File: src/rtl/alien_row_renderer_if.sv
// rtl/alien_row_renderer_if.sv - request/acknowledge and plot-bus bundle for alien_row_renderer
//
// Purpose: groups the alien-row controller's requests and the renderer's
//          plot bus and acknowledgements into one bundle.
// Signals:
//   kill1..kill5, moveDown        controller -> renderer, one-cycle requests
//   alienTopX/BottomX (8b)        inclusive X corners, valid with killN
//   alienTopY/BottomY (7b)        inclusive Y corners, valid with killN
//   x (8b), y (7b), colour (3b)   plot coordinates/colour, 0 when plot=0
//   plot                          pixel write strobe
//   cleared1..cleared5            one-cycle done pulse per slot
//   clearedShift                  one-cycle done pulse for a shift
//   busy                          renderer not in IDLE
// Modports: master = controller side, slave = renderer side.
interface alien_row_renderer_if;
    logic       kill1, kill2, kill3, kill4, kill5;
    logic       moveDown;
    logic [7:0] alienTopX, alienBottomX;
    logic [6:0] alienTopY, alienBottomY;
    logic [7:0] x;
    logic [6:0] y;
    logic [2:0] colour;
    logic       plot;
    logic       cleared1, cleared2, cleared3, cleared4, cleared5;
    logic       clearedShift;
    logic       busy;

    modport master (
        output kill1, kill2, kill3, kill4, kill5, moveDown,
        output alienTopX, alienBottomX, alienTopY, alienBottomY,
        input  x, y, colour, plot,
        input  cleared1, cleared2, cleared3, cleared4, cleared5, clearedShift, busy
    );

    modport slave (
        input  kill1, kill2, kill3, kill4, kill5, moveDown,
        input  alienTopX, alienBottomX, alienTopY, alienBottomY,
        output x, y, colour, plot,
        output cleared1, cleared2, cleared3, cleared4, cleared5, clearedShift, busy
    );
endinterface

File: src/rtl/alien_row_renderer.sv
// rtl/alien_row_renderer.sv - pixel sweeper answering alien-row kill/shift requests
//
// Purpose: erases killed alien rectangles and shifts the whole row down one
//          pixel by sweeping pixels onto the VGA plot bus, one per cycle, then
//          pulses the matching acknowledge. Owns the row's top Y and alive mask.
// Ports:
//   clk    system clock
//   reset  synchronous, active-high
//   bus    alien_row_renderer_if.slave (requests in; plot bus, acks, busy out)
// Build option: ALIEN_INIT_DRAW_EN - when defined, paints all five aliens
//   after reset before accepting requests; otherwise reset goes to IDLE.
module alien_row_renderer #(
    parameter int         WIDTH        = 12,
    parameter int         HEIGHT       = 10,
    parameter int         GAP          = 20,
    parameter int         START_X      = 10,
    parameter int         START_Y      = 10,
    parameter logic [2:0] ALIEN_COLOUR = 3'b010,
    parameter logic [2:0] BG_COLOUR    = 3'b000
) (
    input logic                 clk,
    input logic                 reset,
    alien_row_renderer_if.slave bus
);
    localparam int         SLOT_PITCH  = WIDTH + GAP;
    localparam logic [6:0] ROW_TOP_MAX = 7'(119 - HEIGHT - 1);

    typedef enum logic [2:0] {
`ifdef ALIEN_INIT_DRAW_EN
        INIT_DRAW,
`endif
        IDLE, ERASE_RECT, ACK_KILL, SHIFT_SWEEP, ACK_SHIFT
    } state_t;

    typedef struct packed {
        logic       p;
        logic [7:0] x;
        logic [6:0] y;
        logic [2:0] c;
    } pix_t;

    state_t     state;
    logic [7:0] top_x, bot_x;
    logic [6:0] top_y, bot_y;
    logic [2:0] kill_slot;
    logic [4:0] alive;
    logic [6:0] row_top;
    logic [2:0] sh_slot;
    logic       sh_phase;
    logic [7:0] sh_col;
    logic [7:0] x_r;
    logic [6:0] y_r;
    logic [2:0] colour_r;
    logic       plot_r;
    logic [4:0] cleared_r;
    logic       cleared_shift_r;

    assign bus.x            = x_r;
    assign bus.y            = y_r;
    assign bus.colour       = colour_r;
    assign bus.plot         = plot_r;
    assign bus.cleared1     = cleared_r[0];
    assign bus.cleared2     = cleared_r[1];
    assign bus.cleared3     = cleared_r[2];
    assign bus.cleared4     = cleared_r[3];
    assign bus.cleared5     = cleared_r[4];
    assign bus.clearedShift = cleared_shift_r;
    assign bus.busy         = (state != IDLE);

    function automatic logic [8:0] slot_left(input logic [2:0] s);
        return 9'(START_X) + 9'(s) * 9'(SLOT_PITCH);
    endfunction

    // One pixel of the shift sweep: phase 0 erases the old top row, phase 1
    // draws the new bottom row. Dead slots and a saturated row emit nothing.
    function automatic pix_t shift_px(input logic [2:0] s, input logic ph,
                                      input logic [7:0] col, input logic [4:0] alv,
                                      input logic [6:0] rt);
        pix_t       r;
        logic [8:0] sx;
        logic [7:0] sy;
        sx = slot_left(s) + {1'b0, col};
        sy = ph ? ({1'b0, rt} + 8'(HEIGHT + 1)) : {1'b0, rt};
        r  = '0;
        if (alv[s] && (rt < ROW_TOP_MAX)) begin
            r.p = 1'b1;
            r.x = sx[7:0];
            r.y = sy[6:0];
            r.c = ph ? ALIEN_COLOUR : BG_COLOUR;
        end
        return r;
    endfunction

    // Request priority among kills (moveDown is checked first in IDLE).
    logic       kill_any;
    logic [2:0] kill_idx;
    always_comb begin
        kill_any = 1'b1;
        kill_idx = 3'd0;
        if      (bus.kill1) kill_idx = 3'd0;
        else if (bus.kill2) kill_idx = 3'd1;
        else if (bus.kill3) kill_idx = 3'd2;
        else if (bus.kill4) kill_idx = 3'd3;
        else if (bus.kill5) kill_idx = 3'd4;
        else                kill_any = 1'b0;
    end

    // Rectangle stepping. ">=" makes a degenerate axis (bottom < top) stop
    // on its top value; x+1 cannot wrap because it only happens when x < bot.
    logic       rect_last_x, rect_last;
    logic [8:0] x_inc;
    logic [7:0] y_inc;
    logic [7:0] step_x;
    logic [6:0] step_y;
    always_comb begin
        rect_last_x = (x_r >= bot_x);
        rect_last   = rect_last_x && (y_r >= bot_y);
        x_inc       = {1'b0, x_r} + 9'd1;
        y_inc       = {1'b0, y_r} + 8'd1;
        step_x      = rect_last_x ? top_x : x_inc[7:0];
        step_y      = rect_last_x ? y_inc[6:0] : y_r;
    end

    // Shift sweep counters: column inner, phase middle, slot outer.
    logic       sh_last_col, sh_done, nxt_phase;
    logic [7:0] nxt_col;
    logic [2:0] nxt_slot;
    pix_t       pix_start, pix_next;
    always_comb begin
        sh_last_col = (sh_col == 8'(WIDTH));
        sh_done     = sh_last_col && sh_phase && (sh_slot == 3'd4);
        nxt_col     = sh_last_col ? 8'd0 : sh_col + 8'd1;
        nxt_phase   = sh_last_col ? ~sh_phase : sh_phase;
        nxt_slot    = (sh_last_col && sh_phase) ? sh_slot + 3'd1 : sh_slot;
        pix_start   = shift_px(3'd0, 1'b0, 8'd0, alive, row_top);
        pix_next    = shift_px(nxt_slot, nxt_phase, nxt_col, alive, row_top);
    end

`ifdef ALIEN_INIT_DRAW_EN
    logic [8:0] init_next_left;
    always_comb init_next_left = slot_left(kill_slot + 3'd1);
`endif

    always_ff @(posedge clk) begin
        if (reset) begin
`ifdef ALIEN_INIT_DRAW_EN
            state <= INIT_DRAW;
            top_x <= 8'(START_X);
            bot_x <= 8'(START_X + WIDTH);
            top_y <= 7'(START_Y);
            bot_y <= 7'(START_Y + HEIGHT);
`else
            state <= IDLE;
            top_x <= '0;
            bot_x <= '0;
            top_y <= '0;
            bot_y <= '0;
`endif
            kill_slot       <= '0;
            alive           <= 5'b11111;
            row_top         <= 7'(START_Y);
            sh_slot         <= '0;
            sh_phase        <= 1'b0;
            sh_col          <= '0;
            x_r             <= '0;
            y_r             <= '0;
            colour_r        <= '0;
            plot_r          <= 1'b0;
            cleared_r       <= '0;
            cleared_shift_r <= 1'b0;
        end else begin
            cleared_r       <= '0;
            cleared_shift_r <= 1'b0;
            case (state)
`ifdef ALIEN_INIT_DRAW_EN
                // First cycle after reset has plot=0 and only primes the sweep.
                INIT_DRAW: begin
                    if (!plot_r) begin
                        plot_r   <= 1'b1;
                        x_r      <= top_x;
                        y_r      <= top_y;
                        colour_r <= ALIEN_COLOUR;
                    end else if (rect_last) begin
                        if (kill_slot == 3'd4) begin
                            state    <= IDLE;
                            plot_r   <= 1'b0;
                            x_r      <= '0;
                            y_r      <= '0;
                            colour_r <= '0;
                        end else begin
                            kill_slot <= kill_slot + 3'd1;
                            top_x     <= init_next_left[7:0];
                            bot_x     <= 8'(init_next_left + 9'(WIDTH));
                            x_r       <= init_next_left[7:0];
                            y_r       <= top_y;
                        end
                    end else begin
                        x_r <= step_x;
                        y_r <= step_y;
                    end
                end
`endif
                IDLE: begin
                    if (bus.moveDown) begin
                        state    <= SHIFT_SWEEP;
                        sh_slot  <= '0;
                        sh_phase <= 1'b0;
                        sh_col   <= '0;
                        {plot_r, x_r, y_r, colour_r} <= pix_start;
                    end else if (kill_any) begin
                        state     <= ERASE_RECT;
                        kill_slot <= kill_idx;
                        top_x     <= bus.alienTopX;
                        bot_x     <= bus.alienBottomX;
                        top_y     <= bus.alienTopY;
                        bot_y     <= bus.alienBottomY;
                        x_r       <= bus.alienTopX;
                        y_r       <= bus.alienTopY;
                        colour_r  <= BG_COLOUR;
                        plot_r    <= 1'b1;
                    end
                end
                ERASE_RECT: begin
                    if (rect_last) begin
                        state                <= ACK_KILL;
                        cleared_r[kill_slot] <= 1'b1;
                        plot_r               <= 1'b0;
                        x_r                  <= '0;
                        y_r                  <= '0;
                        colour_r             <= '0;
                    end else begin
                        x_r <= step_x;
                        y_r <= step_y;
                    end
                end
                ACK_KILL: begin
                    alive[kill_slot] <= 1'b0;
                    state            <= IDLE;
                end
                SHIFT_SWEEP: begin
                    if (sh_done) begin
                        state           <= ACK_SHIFT;
                        cleared_shift_r <= 1'b1;
                        {plot_r, x_r, y_r, colour_r} <= '0;
                    end else begin
                        sh_slot  <= nxt_slot;
                        sh_phase <= nxt_phase;
                        sh_col   <= nxt_col;
                        {plot_r, x_r, y_r, colour_r} <= pix_next;
                    end
                end
                ACK_SHIFT: begin
                    if (row_top < ROW_TOP_MAX) row_top <= row_top + 7'd1;
                    state <= IDLE;
                end
                default: state <= IDLE;
            endcase
        end
    end
endmodule

File: src/flat_wrapper.sv
// flat-port wrapper written by rule: the top's interface ports become plain ports
module alien_row_renderer_flat 
#(
    parameter int         WIDTH        = 12,
    parameter int         HEIGHT       = 10,
    parameter int         GAP          = 20,
    parameter int         START_X      = 10,
    parameter int         START_Y      = 10,
    parameter logic [2:0] ALIEN_COLOUR = 3'b010,
    parameter logic [2:0] BG_COLOUR    = 3'b000
)
  (clk, reset, bus_kill1, bus_kill2, bus_kill3, bus_kill4, bus_kill5, bus_moveDown, bus_alienTopX, bus_alienBottomX, bus_alienTopY, bus_alienBottomY, bus_x, bus_y, bus_colour, bus_plot, bus_cleared1, bus_cleared2, bus_cleared3, bus_cleared4, bus_cleared5, bus_clearedShift, bus_busy);
  alien_row_renderer_if bus_i ();
  input logic clk;
  input logic reset;
  input wire logic [$bits(bus_i.kill1)-1:0] bus_kill1;
  input wire logic [$bits(bus_i.kill2)-1:0] bus_kill2;
  input wire logic [$bits(bus_i.kill3)-1:0] bus_kill3;
  input wire logic [$bits(bus_i.kill4)-1:0] bus_kill4;
  input wire logic [$bits(bus_i.kill5)-1:0] bus_kill5;
  input wire logic [$bits(bus_i.moveDown)-1:0] bus_moveDown;
  input wire logic [$bits(bus_i.alienTopX)-1:0] bus_alienTopX;
  input wire logic [$bits(bus_i.alienBottomX)-1:0] bus_alienBottomX;
  input wire logic [$bits(bus_i.alienTopY)-1:0] bus_alienTopY;
  input wire logic [$bits(bus_i.alienBottomY)-1:0] bus_alienBottomY;
  output wire logic [$bits(bus_i.x)-1:0] bus_x;
  output wire logic [$bits(bus_i.y)-1:0] bus_y;
  output wire logic [$bits(bus_i.colour)-1:0] bus_colour;
  output wire logic [$bits(bus_i.plot)-1:0] bus_plot;
  output wire logic [$bits(bus_i.cleared1)-1:0] bus_cleared1;
  output wire logic [$bits(bus_i.cleared2)-1:0] bus_cleared2;
  output wire logic [$bits(bus_i.cleared3)-1:0] bus_cleared3;
  output wire logic [$bits(bus_i.cleared4)-1:0] bus_cleared4;
  output wire logic [$bits(bus_i.cleared5)-1:0] bus_cleared5;
  output wire logic [$bits(bus_i.clearedShift)-1:0] bus_clearedShift;
  output wire logic [$bits(bus_i.busy)-1:0] bus_busy;
  assign bus_i.kill1 = bus_kill1;
  assign bus_i.kill2 = bus_kill2;
  assign bus_i.kill3 = bus_kill3;
  assign bus_i.kill4 = bus_kill4;
  assign bus_i.kill5 = bus_kill5;
  assign bus_i.moveDown = bus_moveDown;
  assign bus_i.alienTopX = bus_alienTopX;
  assign bus_i.alienBottomX = bus_alienBottomX;
  assign bus_i.alienTopY = bus_alienTopY;
  assign bus_i.alienBottomY = bus_alienBottomY;
  assign bus_x = bus_i.x;
  assign bus_y = bus_i.y;
  assign bus_colour = bus_i.colour;
  assign bus_plot = bus_i.plot;
  assign bus_cleared1 = bus_i.cleared1;
  assign bus_cleared2 = bus_i.cleared2;
  assign bus_cleared3 = bus_i.cleared3;
  assign bus_cleared4 = bus_i.cleared4;
  assign bus_cleared5 = bus_i.cleared5;
  assign bus_clearedShift = bus_i.clearedShift;
  assign bus_busy = bus_i.busy;
  alien_row_renderer #(.WIDTH(WIDTH), .HEIGHT(HEIGHT), .GAP(GAP), .START_X(START_X), .START_Y(START_Y), .ALIEN_COLOUR(ALIEN_COLOUR), .BG_COLOUR(BG_COLOUR)) u_core (.clk(clk), .reset(reset), .bus(bus_i));
endmodule
File: config.mk
export PLATFORM = sky130hd
export DESIGN_NAME = alien_row_renderer_flat
export DESIGN_NICKNAME = d
export VERILOG_FILES = /design/src/rtl/alien_row_renderer_if.sv /design/src/rtl/alien_row_renderer.sv /design/src/flat_wrapper.sv
export SDC_FILE = /design/constraint.sdc
export NUM_CORES = 1
export LEC_CHECK = 0
export CAP_MARGIN = 20
export CORE_MARGIN = 2
export CORE_UTILIZATION = 56
export CTS_CLUSTER_SIZE = 30
export DETAILED_ROUTE_END_ITERATION = 8
export GPL_TIMING_DRIVEN = 1
export PLACE_DENSITY = 0.81
export SYNTH_ARGS = -nofsm -noshare
export SYNTH_HDL_FRONTEND = slang
export SYNTH_SLANG_ARGS = --single-unit
export TNS_END_PERCENT = 10
File: constraint.sdc
create_clock -name clk -period 4.3 [get_ports clk]
set_clock_uncertainty 0.05 [all_clocks]
set_input_delay 1.29 -clock clk [delete_from_list [all_inputs] [get_ports clk]]
set_output_delay 1.29 -clock clk [all_outputs]
set_load 0.01 [all_outputs]
Word level (Yosys, flattened, before mapping)
Index checks and enable logic that the tools add are counted.
{"block": "op_classes", "add_sub_neg": 8, "order_cmp": 6, "bitwise_logic": 7, "n_eq_ne": 12, "reduce_logical": 19, "mux": 58}
{"cell": "$mux 8", "n": 8}
{"cell": "$mux 3", "n": 16}
{"cell": "$mux 7", "n": 6}
{"cell": "$mux 19", "n": 2}
{"cell": "$pmux 8 s3", "n": 1}
{"cell": "$pmux 7 s3", "n": 1}
{"cell": "$pmux 3 s3", "n": 2}
{"cell": "$add 8x1->8 const B", "n": 2}
{"cell": "$pmux 8 s2", "n": 1}
{"cell": "$mux 1", "n": 15}
{"cell": "$reduce_and 3->1", "n": 5}
{"cell": "$add 7x1->7 const B", "n": 2}
{"cell": "$add 4x8->8 const A", "n": 1}
{"cell": "$add 8x8->8", "n": 1}
{"cell": "$eq 8x4->1 const B", "n": 1}
{"cell": "$ge 8x8->1", "n": 1}
{"cell": "$lt 3x4->1 const B", "n": 2}
{"cell": "$add 7x4->7 const B", "n": 1}
{"cell": "$ge 7x7->1", "n": 1}
{"cell": "$lt 7x7->1 const B", "n": 1}
{"cell": "$eq 3x2->1 const B", "n": 2}
{"cell": "$eq 3x3->1 const B", "n": 2}
{"cell": "$logic_and 1x1->1", "n": 6}
{"cell": "$pmux 3 s2", "n": 1}
{"cell": "21 further kinds", "n": 29}
{"block": "word_totals", "in_bits": 38, "out_inout_bits": 26, "word_cells": 126, "ff_bits": 78}

Logic depth before layout (Yosys ltp)
Gate-level depths: netlist of run 1.
{"block": "logic_depth", "word_depth": 9, "ltp_mapped": 13, "depth_no_buf": 12}

Least setup slack after synthesis of run 1
No wires, ideal clock.
{"block": "synth_path", "path_kind": "in2reg", "startpoint": "in bus_kill1", "endpoint": "reg u_core.y_r[1] (netlist: u_core.bus.y[1])", "path_buffers": 1, "path_stages": 7, "t_required_ps": 4107, "arrival_ps": 2951, "setup_slack_ps": 1156, "path_cell_list": "or4_1 or2_2 clkbuf_1 o22ai_1 nor3_1 a221oi_1 a221oi_1"}
{"block": "synth_between", "elab_chain_cells": 3}
{"item": "from (decl)", "line": "flat_wrapper.sv:16", "source": "input wire logic [$bits(bus_i.kill1)-1:0] bus_kill1;"}
{"item": "$mux 1", "line": "alien_row_renderer.sv:100", "source": "if (bus.kill1) kill_idx = 3'd0;"}
{"item": "$ne 3x2->1 (no source line)"}
{"item": "$reduce_and 3->1 (no source line)"}
{"item": "to (signal assigned)", "line": "alien_row_renderer.sv:209", "source": "{plot_r, x_r, y_r, colour_r} <= pix_start;"}
{"item": "to (signal assigned)", "line": "alien_row_renderer.sv:218", "source": "y_r <= bus.alienTopY;"}
{"item": "to (signal assigned)", "line": "alien_row_renderer.sv:233", "source": "y_r <= step_y;"}
{"item": "to (decl)", "line": "alien_row_renderer.sv:52", "source": "logic [6:0] y_r;"}
Every way passes these cells.
A chain may end at the register's enable or synchronous reset.

Worst setup path in the final report of run 1
Same ends and word-level chain as after synthesis.

==> run_results.csv, run 1 <==
group,metric,value,unit
sta,hold_ws,409,ps
pwr,combPwrFrac,52.6,%
worst_setup_path,endpoint_kind,"flip-flop",
run_status,status,"completed",
yosys,yosysSeqAreaShare,32.1,%
detailed_routing,vias,4879,
grt,grt_usage,30.2,%
clock_network,clockBufferDepth,2,
layout,nets,720,
yosys,syn_area,0.00475,mm2
worst_setup_path,reg2regPathDepth,12,
floorplanning,ios,64,
worst_setup_path,reg2reg_slack,870,ps
grt,grt_remaining_overflow,0,
pwr,pwr-share-seq,30.9,%
sta,rsz0062_at_grt,"no",
hold_path,holdPathEnd,"u_core.bot_y[4]",
layout,ff_latch_area,0.00152,mm2
pwr,p_sw_share,46.0,%
pwr,powerDensity,576,mW/mm2
layout,multi_input_area,0.00292,mm2
clock_network,clock-sinks,76,
yosys,ys_async_sr_fraction,0,%
worst_setup_path,critPathMaxFanout,6,
detailed_routing,routed_via_density,6.39,
sta,worst_slew_pin_slew,932,ps
yosys,syn_area_per_cell,7.71,um2
yosys,synth_edf_count,0,
pwr,intPower,1730,uW
hold_path,holdPathStages,2,
yosys,ys_types,61,
sta,fmax,0.287,GHz
floorplanning,coreArea,0.00822,mm2
flow_run,max_cap_viol_count,0,
placement,port_buffers,61,
sta,setup_viol,0,
grt,grt_antenna_before_repair,0,
clock_network,htreeDepth,3,
layout,diodes,0,
floorplanning,die_area,0.00923,mm2
worst_setup_path,cp.arrival,3630,ps
clock_network,cts_root_buffer,"clkbuf_8",
yosys,netlist_instances,616,
worst_setup_path,startpoint_type,"primary input",
clock_network,path_clk_slew,80,ps
clock_network,numCtsBuffers,9,
yosys,yosysWarnings,0,
layout,final_area,0.00555,mm2
clock_network,cts_setup_buffers,0,
floorplanning,start_util,57.8,%
sta,hold_viol,0,
pwr,power_leakage,0.00211,uW
floorplanning,std_cell_rows,33,
sta,final.min_clock_period,3480,ps
floorplanning,die_width,96.1,um
hold_path,hp-start,"u_core.bot_y[4]",
clock_network,post_cts_resized,0,
clock_network,worstSkewPairLatency,350,ps
yosys,synth_seq_cells,76,
layout,fillers,694,
placement,place_congestion,0.996,
detailed_routing,post_drt_wl_per_cell,17.8,um
detailed_routing,ant_nets,0,
grt,grt_pass1_wl,21.6,mm
placement,hpwlAfterDp,9.66,mm
worst_setup_path,rr_startpoint,"u_core.sh_col[0]",
layout,drive_above_1_share,5.46,%
worst_setup_path,r2r-end,"u_core.bus.x[6]",
detailed_routing,drt-total-wl,13.6,mm
layout,area_growth,17.0,%
detailed_routing,drc_errors,0,
hold_path,hold_path_class,"flip-flop to flip-flop",
sta,slew_viol_final,0,
floorplanning,die_h,96.1,um
sta,slew_headroom,37.8,%
sta,post-route-period-util,81.0,%
clock_network,cts_tree,"yes",
pwr,clkPwrFrac,16.5,%
clock_network,ctsHoldBuffers,0,
worst_setup_path,critPathKind,"primary input to flip-flop",
placement,placed_area,0.00538,mm2
pwr,p_sw,1470,uW
detailed_routing,drt_iter0_markers,388,
grt,grt_max_degree,65,
detailed_routing,dr.pass1.iters,7,
worst_setup_path,cp.required,4440,ps
sta,fin_tns_setup,0,ps
pwr,ir_drop,290,uV
pwr,fin_total_pwr,3200,uW
yosys,synth_ff_type,"dfxtp_1",
grt,grt_pass1_vias,4434,
cells by family after synthesis:
family | share of synthesized area [%]
adders and majority gates | 6.85
DFF | 32.1
AOI/OAI and AO/OA | 23.4
buffers and inverters | 6.56
and+or+nand+nor | 23.3
other | 0.0790
xor gates and xnor gates | 6.09
muxes | 1.63
worst max-delay path, stage by stage:
cell and delay [ps]:
clkdlybuf4s50_1 440, or4_1 640, or2_2 360, o22ai_1 410, nor3_1 130, a221oi_1 240
a221oi_1 110
sequential cells by signal (all words and copies together) (netlist names):
| name | cells |
|---|---|
| u_core.bot_y | 7 |
| u_core.row_top | 7 |
| u_core.bus.y | 7 |
| u_core.alive | 5 |
| u_core.bus.x | 8 |
| u_core.bus.clearedShift | 1 |
| u_core.bus.plot | 1 |
| u_core.sh_slot | 3 |
| u_core.sh_col | 8 |
| u_core.sh_phase | 1 |
| u_core.state | 3 |
| u_core.bus.colour | 1 |
| u_core.kill_slot | 3 |
| u_core.cleared_r | 5 |
| u_core.top_x | 8 |
| u_core.bot_x | 8 |
Yosys cell counts (2+ instances only):
| cell type | instances | area [um2] |
|---|---|---|
| a221oi_1 | 3 | 26.3 |
| nor4b_2 | 2 | 30.0 |
| nor2_1 | 40 | 150 |
| buf_2 | 3 | 15.0 |
| a211oi_1 | 10 | 75.1 |
| xnor2_1 | 16 | 140 |
| a2111oi_0 | 5 | 43.8 |
| mux2_2 | 2 | 22.5 |
| a22oi_1 | 5 | 37.5 |
| nor2b_1 | 4 | 25.0 |
| nor3_1 | 9 | 45.0 |
| nand3_2 | 2 | 20.0 |
| nand2_1 | 85 | 319 |
| and3b_1 | 2 | 17.5 |
| mux4_2 | 2 | 45.0 |
| a2bb2oi_1 | 4 | 35.0 |
| a31oi_1 | 12 | 75.1 |
| nand4_1 | 13 | 81.3 |
| nand2b_1 | 4 | 25.0 |
| nand3_1 | 32 | 160 |
| o22a_1 | 2 | 17.5 |
| and3_1 | 14 | 87.6 |
| o211ai_1 | 4 | 30.0 |
| and2_1 | 3 | 18.8 |
| nor4b_1 | 2 | 17.5 |
| dfxtp_1 | 76 | 1520 |
| ha_1 | 26 | 325 |
| or4_1 | 2 | 15.0 |
| clkbuf_1 | 35 | 131 |
| a21o_1 | 9 | 67.6 |
| o221ai_1 | 2 | 17.5 |
| nand3b_1 | 2 | 15.0 |
| xor2_1 | 17 | 149 |
| inv_1 | 35 | 131 |
| a211o_1 | 7 | 61.3 |
| a311oi_1 | 6 | 52.6 |
| o21a_1 | 2 | 15.0 |
| a21oi_1 | 65 | 325 |
| nor4_1 | 5 | 31.3 |
| buf_4 | 3 | 22.5 |
| nand4b_1 | 2 | 17.5 |
| o21ai_0 | 23 | 115 |
cell type report:
class                   count  share of cell area [%]
inverters                  35                    2.37
flip-flops and latches     76                    27.4
clock buffers               9                    2.23
repair buffers             70                    12.1
well taps                 105                    2.37
clock inverters             5                   0.991
multi-input cells         464                    52.5
layout by cell type, fill, tap and decap left out, drive strengths merged, types with 17 or more instances in the layout:
cell type	instances
ha	26
a21oi	66
dfxtp	76
clkdlybuf4s50	60
o21ai	24
inv	35
nand3	34
xor2	17
nand2	85
nor2	40
worst max-delay path by stage:
stage	startpoint	slack, ps	endpoint
after CTS	bus_kill1	870	u_core.bus.y[1]
after floorplan	bus_kill1	1160	u_core.bus.y[1]
after global routing	u_core.sh_col[0]	670	u_core.bus.x[6]
after global placement	bus_kill1	590	u_core.bus.y[1]
after detailed placement	bus_kill1	510	u_core.bus.y[1]
final	bus_kill1	820	u_core.bus.y[1]
power by group through the flow:
stage | logic, uW | clock network, uW | registers, uW
detailed placement | 1620 | 0 | 996
global placement | 1550 | 0 | 992
finish | 1680 | 529 | 988
floorplan | 1100 | 0 | 965
global route | 1840 | 559 | 1000
CTS | 1630 | 535 | 980
routing by layer:
layer	up-vias	share of wire (%)	track usage (%)
met5	-	0	0
met1	2294	41	39.9
met4	0	3.0	13.1
li1	2287	-	-
met3	41	9.4	5.48
met2	257	46	48.0
per-stage QoR:
stage          utilization [%]  setup WS, ps  std cells
5_1_grt                   67.6           669        764
2_1_floorplan                -          1160        617
6_report                  67.6           815        764
3_5_place_dp              65.4           509        750
4_1_cts                   67.6           866        764
3_3_place_gp              65.4           593        750
Power figures use the tool's default switching activity.
==> run 2, diff against run 1 <==
--- a/config.mk
+++ b/config.mk
@@ -7,11 +7,11 @@
 export LEC_CHECK = 0
 export CAP_MARGIN = 20
 export CORE_MARGIN = 2
-export CORE_UTILIZATION = 56
+export CORE_UTILIZATION = 50
 export CTS_CLUSTER_SIZE = 30
 export DETAILED_ROUTE_END_ITERATION = 8
 export GPL_TIMING_DRIVEN = 1
-export PLACE_DENSITY = 0.81
+export PLACE_DENSITY = 0.77
 export SYNTH_ARGS = -nofsm -noshare
 export SYNTH_HDL_FRONTEND = slang
 export SYNTH_SLANG_ARGS = --single-unit
==> constraint.sdc (replaced) <==
create_clock -name clk -period 2.95 [get_ports clk]
set_clock_uncertainty 0.05 [all_clocks]
set_input_delay 0.885 -clock clk [delete_from_list [all_inputs] [get_ports clk]]
set_output_delay 0.885 -clock clk [all_outputs]
set_load 0.01 [all_outputs]
==> run 2 against run 1 <==
Net effect:
- first-iteration DRC count decreased by 7.7%
- non-clock buffer count increased by 36
- die area increased by 11%
- critical path depth increased by 5
- via count increased by 1.6%
- flip-flop and latch count unchanged
- design area increased by 7.8%
- wire length increased by 2.4%
- clock power increased by 74%
- power increased by 58%
- critical endpoint is now u_core.bus.x[7]
- largest power group unchanged
==> run_results.csv, run 2 (synthesis results as in run 1) <==
group,metric,value,unit
hold_path,holdPathStages,2,
floorplanning,die_width,101,um
grt,grt_pass1_wl,22.3,mm
worst_setup_path,path_buf_inv,2,
grt,grt_antenna_before_repair,0,
grt,grt_usage,27.2,%
pwr,clkPwrFrac,18.3,%
pwr,p_sw,2190,uW
layout,layout_common_cells,"nand2_1 (84), dfxtp_1 (76), a21oi_1 (65), clkdlybuf4s50_1 (60), buf_4 (42)",
flow_run,max_cap_viol_count,0,
pwr,pwr-share-seq,27.6,%
sta,hold_viol,0,
pwr,power_leakage,0.00233,uW
layout,diodes,0,
floorplanning,coreArea,0.00924,mm2
clock_network,ctsHoldBuffers,0,
sta,final.min_clock_period,2800,ps
grt,use_met2,44.0,%
detailed_routing,vias,4957,
clock_network,path_clk_slew,90,ps
placement,dp_slack,-339,ps
worst_setup_path,critPathSlowestCell,"or4b_4",
worst_setup_path,reg2regPathDepth,12,
sta,post-route-period-util,94.9,%
clock_network,htreeDepth,3,
clock_network,numCtsBuffers,9,
grt,use_met3,3.80,%
pwr,ir_drop,456,uV
sta,rsz0062_at_grt,"no",
hold_path,hold_path_class,"flip-flop to flip-flop",
floorplanning,die_h,101,um
sta,slew_headroom,50.2,%
clock_network,cts_tree,"yes",
detailed_routing,post_drt_wl_per_cell,16.9,um
worst_setup_path,path_cells,"inv_2 > ha_2 > or4b_4 > nor2_4 > nand2_2 > buf_4 > mux2_2 > ha_4 > a21o_1 > a31oi_1 > xnor2_1 > o21ai_1",
detailed_routing,ant_nets,0,
grt,grt_max_degree,44,
floorplanning,std_cell_rows,35,
pwr,combPwrFrac,54.2,%
pwr,intPower,2860,uW
worst_setup_path,critPathTopFamily,"simple AND/OR/NAND/NOR gates",
floorplanning,start_util,51.4,%
sta,worst_slack,149,ps
layout,nets,756,
clock_network,worstSkewPairLatency,360,ps
sta,setup_viol,0,
sta,slew_viol_final,0,
worst_setup_path,cp.required,3130,ps
clock_network,cts_setup_buffers,0,
clock_network,clockBufferDepth,2,
run_status,status,"completed",
pwr,p_sw_share,43.4,%
sta,worst_slew_pin_slew,744,ps
grt,grt_remaining_overflow,0,
clock_network,clock-sinks,76,
worst_setup_path,startpoint_type,"flip-flop",
layout,drive_above_1_share,11.9,%
detailed_routing,routed_via_density,6.00,
detailed_routing,drt-total-wl,14.0,mm
grt,grt_pass1_vias,4591,
placement,place_congestion,0.987,
grt,top_usage_layer,"met2",
worst_setup_path,cp.arrival,2990,ps
placement,hpwlAfterDp,10.3,mm
grt,grtUsageMet1,37.6,%
worst_setup_path,critPathKind,"flip-flop to flip-flop",
detailed_routing,drt_iter0_markers,358,
worst_setup_path,path_depth,12,
floorplanning,die_area,0.0103,mm2
placement,port_buffers,61,
worst_setup_path,endpoint_kind,"flip-flop",
worst_setup_path,critPathMaxFanout,3,
layout,final_common_cell,"nand2_1",
layout,area_growth,26.2,%
clock_network,cts_root_buffer,"clkbuf_8",
detailed_routing,dr.pass1.iters,5,
detailed_routing,drc_errors,0,
worst_setup_path,cpPeakStageDelay,480,ps
sta,fmax,0.357,GHz
pwr,powerDensity,843,mW/mm2
pwr,fin_total_pwr,5050,uW
floorplanning,ios,64,
[run 2: cell count changes in the layout (fill, tap and decap cells not counted), moves of 2 or more]
cell and change:
buf_4 +33, clkinv_2 -2, ha_1 -2, clkinv_4 +2, o21ai_0 -2, buf_12 +3
[run 2: repair_timing]
item,4_1_cts,5_1_grt
pin swaps,0,5
gates cloned,0,0
setup endpoints to repair,1,6
gates resized for setup,1,12
[run 2: final cells by class]
cell class	count	area, um2
Multi-Input combinational cell	464	2970
Inverter	35	131
Clock inverter	5	85.1
Fill cell	785	3250
Sequential cell	76	1520
Tap cell	129	161
Timing Repair Buffer	106	981
Clock buffer	11	141
[run 2: path summary, 6_finish.rpt]
check                           slack (ps)              from              end
worst max-delay path                   150  u_core.sh_col[0]  u_core.bus.x[7]
worst min-delay path                   410   u_core.bot_x[7]  u_core.bot_x[7]
worst min register to register         410   u_core.bot_x[7]  u_core.bot_x[7]
worst max register to register         150  u_core.sh_col[0]  u_core.bus.x[7]
[run 2: per-stage QoR]
step                      std cells  instance area [um2]  setup TNS, ps  hold slack [ps]  util (%)
after floorplan                 617                 4750              0              372         -
after global placement          810                 5720          -2960              396      61.9
after detailed placement        810                 5720          -4850              398      61.9
after CTS                       826                 5940              0              411      64.3
after global routing            826                 5990              0              430      64.8
final                           826                 5990              0              411      64.8
[run 2: tightest hold or removal path, stage by stage (launching register included)]
cell and delay (ps):
dfxtp_1 320, nand2_1 50, a21oi_1 50
[run 2: metal layers]
metal  wire [um]  up-vias
li1            -     2366
met1        6250     2376
met2        6520      191
met3         919       24
met4         262        0
met5           0        -
[run 2: power by group through the flow]
stage,clock [uW],combinational [uW],sequential [uW]
floorplan,0,1610,1410
global placement,0,2570,1410
detailed placement,0,2650,1410
CTS,924,2670,1390
global route,963,2980,1410
finish,922,2730,1390
